`config.mk`:
```
export PLATFORM = sky130hd
export DESIGN_NAME = hamming_tx
export DESIGN_NICKNAME = d
export VERILOG_FILES = /design/src/rtl/hamming_pkg.sv /design/src/rtl/hamming_enc.sv /design/src/rtl/hamming_tx.sv
export SDC_FILE = /design/constraint.sdc
export NUM_CORES = 1
export LEC_CHECK = 0
export CORE_MARGIN = 2
export CORE_UTILIZATION = 40
export DETAILED_ROUTE_END_ITERATION = 8
export GPL_ROUTABILITY_DRIVEN = 0
export PLACE_DENSITY = 0.6
export SLEW_MARGIN = 20
export SYNTH_ARGS = -nofsm -noshare
export SYNTH_HDL_FRONTEND = slang
export SYNTH_SLANG_ARGS = --single-unit
export TNS_END_PERCENT = 30
```
`constraint.sdc`:
```
create_clock -name clk -period 4.9 [get_ports clk]
set_input_delay 0.98 -clock clk [delete_from_list [all_inputs] [get_ports clk]]
set_output_delay 0.98 -clock clk [all_outputs]
set_load 0.05 [all_outputs]
```
`src/rtl/hamming_pkg.sv`:
```
`default_nettype none
// ============================================================================
// Module   : hamming_pkg
// Brief    : Shared Hamming(7,4) types, codeword position map and encoder.
// Revision : 1.0 - initial release
// ============================================================================
package hamming_pkg;

    typedef enum logic [1:0] {
        IDLE  = 2'd0,
        START = 2'd1,
        DATA  = 2'd2,
        STOP  = 2'd3
    } tx_state_t;

    localparam int c_data_w = 4;
    localparam int c_code_w = 7;

    // Codeword positions are 1-based; bit (pos-1) of the word holds position pos.
    localparam int c_pos_p1 = 1;
    localparam int c_pos_p2 = 2;
    localparam int c_pos_d1 = 3;
    localparam int c_pos_p3 = 4;
    localparam int c_pos_d2 = 5;
    localparam int c_pos_d3 = 6;
    localparam int c_pos_d4 = 7;

    function automatic logic [c_code_w-1:0] hamming_encode(input logic [c_data_w-1:0] d);
        logic [c_code_w-1:0] c;
        c               = '0;
        c[c_pos_d1-1]   = d[0];
        c[c_pos_d2-1]   = d[1];
        c[c_pos_d3-1]   = d[2];
        c[c_pos_d4-1]   = d[3];
        c[c_pos_p1-1]   = d[0] ^ d[1] ^ d[3];
        c[c_pos_p2-1]   = d[0] ^ d[2] ^ d[3];
        c[c_pos_p3-1]   = d[1] ^ d[2] ^ d[3];
        return c;
    endfunction

endpackage
`default_nettype wire

```
`src/rtl/hamming_enc.sv`:
```
`default_nettype none
// ============================================================================
// Module   : hamming_enc
// Brief    : Combinational Hamming(7,4) encoder, nibble to codeword.
// Revision : 1.0 - initial release
// ============================================================================
module hamming_enc
    import hamming_pkg::*;
(
    input  logic [c_data_w-1:0] data,
    output logic [c_code_w-1:0] code
);

    assign code = hamming_encode(data);

endmodule
`default_nettype wire

```
`src/rtl/hamming_tx.sv`:
```
`default_nettype none
// ============================================================================
// Module   : hamming_tx
// Brief    : Hamming(7,4) transmitter: encode, optional error injection,
//            start/stop framed serialisation on a single line.
// Revision : 1.0 - initial release
// ============================================================================
module hamming_tx
    import hamming_pkg::*;
#(
    parameter int CLKS_PER_BIT = 4
) (
    input  logic                clk,
    input  logic                rst,
    input  logic [c_data_w-1:0] in_data,
    input  logic                in_valid,
    output logic                in_ready,
    input  logic [2:0]          err_pos,
    output logic                tx_line,
    output logic                busy,
    output logic [c_code_w-1:0] code_out,
    output logic                done
);

    localparam int                  c_baud_w       = $clog2(CLKS_PER_BIT) + 1;
    localparam logic [c_baud_w-1:0] c_baud_last    = c_baud_w'(CLKS_PER_BIT - 1);
    localparam logic [c_baud_w-1:0] c_baud_prelast = (CLKS_PER_BIT > 1) ? c_baud_w'(CLKS_PER_BIT - 2) : '0;
    localparam logic                c_single       = (CLKS_PER_BIT == 1);
    localparam logic [2:0]          c_bit_last     = 3'd6;

    tx_state_t           r_state;
    logic [c_baud_w-1:0] r_baud;
    logic [2:0]          r_bit;
    logic [c_code_w-1:0] r_shift;
    logic [c_code_w-1:0] r_code;
    logic                r_tx;
    logic                r_done;

    logic [c_code_w-1:0] w_encoded;
    logic [c_code_w-1:0] w_inject;
    logic [c_code_w-1:0] w_code;
    logic                w_accept;
    logic                w_baud_end;

    hamming_enc u_enc (
        .data (in_data),
        .code (w_encoded)
    );

    assign w_inject   = (err_pos == 3'd0) ? '0 : (c_code_w'(1) << (err_pos - 3'd1));
    assign w_code     = w_encoded ^ w_inject;
    assign in_ready   = (r_state == IDLE) && !rst;
    assign busy       = (r_state != IDLE);
    assign w_accept   = in_valid && in_ready;
    assign w_baud_end = (r_baud == c_baud_last);

    assign tx_line  = r_tx;
    assign code_out = r_code;
    assign done     = r_done;

    // done is registered, so it is raised on the edge entering the final stop cycle.
    always_ff @(posedge clk or posedge rst) begin
        if (rst) begin
            r_state <= IDLE;
            r_baud  <= '0;
            r_bit   <= '0;
            r_shift <= '0;
            r_code  <= '0;
            r_tx    <= 1'b1;
            r_done  <= 1'b0;
        end else begin
            r_done <= 1'b0;
            case (r_state)
                IDLE: begin
                    if (w_accept) begin
                        r_state <= START;
                        r_code  <= w_code;
                        r_shift <= w_code;
                        r_tx    <= 1'b0;
                        r_baud  <= '0;
                        r_bit   <= '0;
                    end
                end
                START: begin
                    if (w_baud_end) begin
                        r_baud  <= '0;
                        r_bit   <= '0;
                        r_state <= DATA;
                        r_tx    <= r_shift[0];
                        r_shift <= {1'b0, r_shift[c_code_w-1:1]};
                    end else begin
                        r_baud <= r_baud + 1'b1;
                    end
                end
                DATA: begin
                    if (w_baud_end) begin
                        r_baud <= '0;
                        if (r_bit == c_bit_last) begin
                            r_state <= STOP;
                            r_tx    <= 1'b1;
                            r_done  <= c_single;
                        end else begin
                            r_bit   <= r_bit + 3'd1;
                            r_tx    <= r_shift[0];
                            r_shift <= {1'b0, r_shift[c_code_w-1:1]};
                        end
                    end else begin
                        r_baud <= r_baud + 1'b1;
                    end
                end
                STOP: begin
                    if (w_baud_end) begin
                        r_baud  <= '0;
                        r_state <= IDLE;
                    end else begin
                        r_baud <= r_baud + 1'b1;
                        r_done <= (r_baud == c_baud_prelast);
                    end
                end
                default: r_state <= IDLE;
            endcase
        end
    end

endmodule
`default_nettype wire
```
==> impl_metrics.csv <==
group,metric,value,unit
logic_synthesis,mappedNetlistNets,156,
detailed_routing,total_wirelength_of_the_detailed_routed_design,2.64,mm
clock_tree,cts.repair.resized,0,
clock_tree,cts_setup_buffers,0,
power,power_density,658,mW/mm^2
sta,timing.fmax,297,MHz
clock_tree,number_of_h_tree_levels,1,
logic_synthesis,synth_cells,136,
sta,timing.final.crit_share,68.8,%
placed_design,dpl_cell_area,0.00168,sq mm
finish,most_frequent_cells_in_the_layout,"23 x dfrtp_1, 20 x clkdlybuf4s50_1, 17 x nand2_1, 16 x o21ai_0, 10 x ha_1",
critical_path,critPathMostFrequentCell,"clkdlybuf4s50_1",
detailed_routing,post_drt_wl_per_cell,13.1,um
critical_path,cp_cell_sequence,"clkdlybuf4s50_1 -> nor2b_1 -> clkdlybuf4s50_1",
critical_path,critical_path.reg2reg.startpoint,"r_state[0]",
sta,unrepaired_setup_endpoints_after_global_routing,"no",
min_path,worstHoldStart,"r_baud[2]",
global_routing,global_router_s_overall_resource_usage,15.1,%
sta,post-route-min-period,3.37,ns
detailed_routing,detail_route.drc_violations,0,
outcome,result_of_the_run,"finished clean",
finish,final_layout_size_suffix_gt1_share,15.4,%
detailed_routing,drt-pass1-iter-count,4,
sta,slew_violations,0,
global_routing,first_pass_grt_wire_length,4.95,mm
finish,layout.nets,177,
critical_path,crit_path_top_delay_cell,"clkdlybuf4s50_1",
critical_path,critPathMaxFanout,3,
detailed_routing,post_drt_via_cell_ratio,5.00,
min_path,min-delay-path-class,"reg -> reg",
sta,hold_violations,0,
placed_design,numPortBuffers,20,
finish,final_util,50.4,%
clock_tree,number_of_clock_buffers_inserted_by_tritoncts,3,
logic_synthesis,synth-edff-count,0,
power,leakage,0.000777,uW
clock_tree,cts-root-buf,"clkbuf_4",
critical_path,worst-r2r-cell-count,6,
finish,fin_area,0.00172,sq mm
detailed_routing,ant_nets,0,
logic_synthesis,ys_dominant_reg_cell,"dfrtp_1",
logic_synthesis,netlist_area,0.00146,sq mm
critical_path,worst_ep_arrival_time,2.39,ns
sta,timing.setup.tns,0,ns
global_routing,via_count_of_the_first_global_routing_pass,1055,
critical_path,cpPeakStageDelay,0.82,ns
die,core,0.00342,sq mm
logic_synthesis,synth_warnings,0,
min_path,hold_end,"done",
clock_tree,clk_buf_depth,2,
sta,finalSetupViolCount,0,
global_routing,grt_antenna_before_repair,0,
finish,area_growth_syn_to_layout,18.1,%
finish,diode_insertion_count_for_antenna_repair,0,
global_routing,grt_start_max_net_pins,25,
critical_path,start_kind,"input port",
power,vdd_ir_drop_max,0.205,mV
placed_design,dp_hpwl,2.02,mm
sta,tightest_slew,0.926,ns
critical_path,worstSetupPathType,"in -> out",
global_routing,grt_ovf,0,
critical_path,endpoint_class_of_the_critical_path,"primary output",
min_path,whs_path_depth,1,
die,pin_count,21,
flow_run,max_capacitance_violation_count,0,
sta,timing.slew.headroom,38.2,%
clock_tree,path_clk_slew,0.14,ns
critical_path,cp_top_family,"buffers and inverters",
logic_synthesis,yosysUniqueCellTypes,36,
sta,final_worst_clock_skew,0.0157,ns
die,rows,21,
die,die_h,64.3,um
logic_synthesis,synth-seq-area-share,41.3,%
clock_tree,insertion_delay,0.32,ns
detailed_routing,drtIter0Drc,52,
critical_path,cp.buffers_inverters,2,
clock_tree,clkSinkCount,24,
logic_synthesis,synth-async-reset-ratio,100,%
critical_path,critical_r2r_capture,"r_shift[5]",
clock_tree,ctsHoldBuffers,0,
logic_synthesis,syn-mean-instance-area,10.7,sq um
finish,layout.cells.most_common,"dfrtp_1",
clock_tree,clock_tree_from_tritoncts,"built",
die,initial_core_util,42.6,%
die,die_w,64.3,um
logic_synthesis,yosys_reg_bits,24,
die,die_area,0.00414,sq mm
critical_path,worst_ep_required_time,3.92,ns
critical_path,worst-r2r-setup-slack,2.70,ns
detailed_routing,dr_total_vias,1009,
==> through the flow <==
stage / instances / setup WS, ns / hold WS, ns / power (uW)
2_1_floorplan: 136 / 2.22 / 0.414 / 888
3_3_place_gp: 198 / 1.55 / 0.435 / 1020
3_5_place_dp: 198 / 1.53 / 0.434 / 1040
4_1_cts: 202 / 1.52 / 0.456 / 1150
5_1_grt: 202 / 1.43 / 0.476 / 1240
6_report: 202 / 1.53 / 0.449 / 1130
==> cell families (layout without fill, tap and decap cells) <==
group / count (synthesis) / count (layout) / synth area share [%]
adder cells (fa/ha/maj): 10 / 10 / 8.59
AO/OA/AOI/OAI: 32 / 32 / 15.3
buffers and inverters: 10 / 30 / 3.61
flip-flops: 24 / 24 / 41.3
multiplexers: 9 / 9 / 7.47
AND/OR/NAND/NOR: 41 / 41 / 14.9
XOR/XNOR: 10 / 10 / 8.85
==> cell type report <==
type                       count  area [sq um]
fill                         323          1700
multi-input combinational    102           802
inverter                       6          22.5
clock buffer                   4          36.3
sequential                    24           602
timing repair buffer          20           200
tap                           46          57.6
==> state kept, by name, summed over array words and instances, names as in the netlist <==
register,cells
tx_line,1
r_bit,3
r_state,2
done,1
r_shift,7
code_out,7
r_baud,3
==> cell usage after synthesis (2+ instances only) <==
cell type / n / area [sq um]
o21ai_0: 16 / 80.1
mux2_2: 7 / 78.8
nor2_1: 6 / 22.5
clkbuf_1: 2 / 7.51
xor2_1: 7 / 61.3
ha_1: 10 / 125
nand2_1: 17 / 63.8
nor3b_1: 5 / 37.5
dfrtp_1: 23 / 576
o21a_1: 2 / 15.0
mux2_4: 2 / 30.0
xnor3_1: 3 / 67.6
nand3_1: 2 / 10.0
inv_1: 6 / 22.5
a21oi_1: 3 / 15.0
buf_6: 2 / 22.5
nand3b_1: 4 / 30.0
==> per-layer routing <==
layer,GRT usage (%),up-vias,share of wire [%]
met5,0,-,0
met3,2.11,5,2.2
met1,20.8,480,50
met4,4.79,0,1.5
li1,-,511,-
met2,24.5,13,47
==> worst register-to-register path, delay by kind of cell (launching register included) <==
kind,cells,cell delay [ns]
AOI/OAI and AO/OA,2,0.61
DFF,1,0.45
adders and majority gates,1,0.38
muxes,1,0.38
buffers and inverters,1,0.15
and+or+nand+nor,1,0.10
==> worst max-delay path by stage <==
stage / slack [ns] / depth (start not counted) / to / startpoint
after floorplan: 2.22 / 1 / in_ready / rst
after global placement: 1.55 / 3 / in_ready / rst
after detailed placement: 1.53 / 3 / in_ready / rst
after CTS: 1.52 / 3 / in_ready / rst
after global routing: 1.43 / 3 / in_ready / rst
final: 1.53 / 3 / in_ready / rst
==> where the power goes <==
part	internal, uW	leakage (uW)	switching [uW]	total [uW]
combinational	294	0.000454	399	692
clock	45.5	0.0000210	61.5	107
sequential	282	0.000302	49.8	332
total	621	0.000777	510	1130
Note: power is estimated with default switching activity, not from simulation.
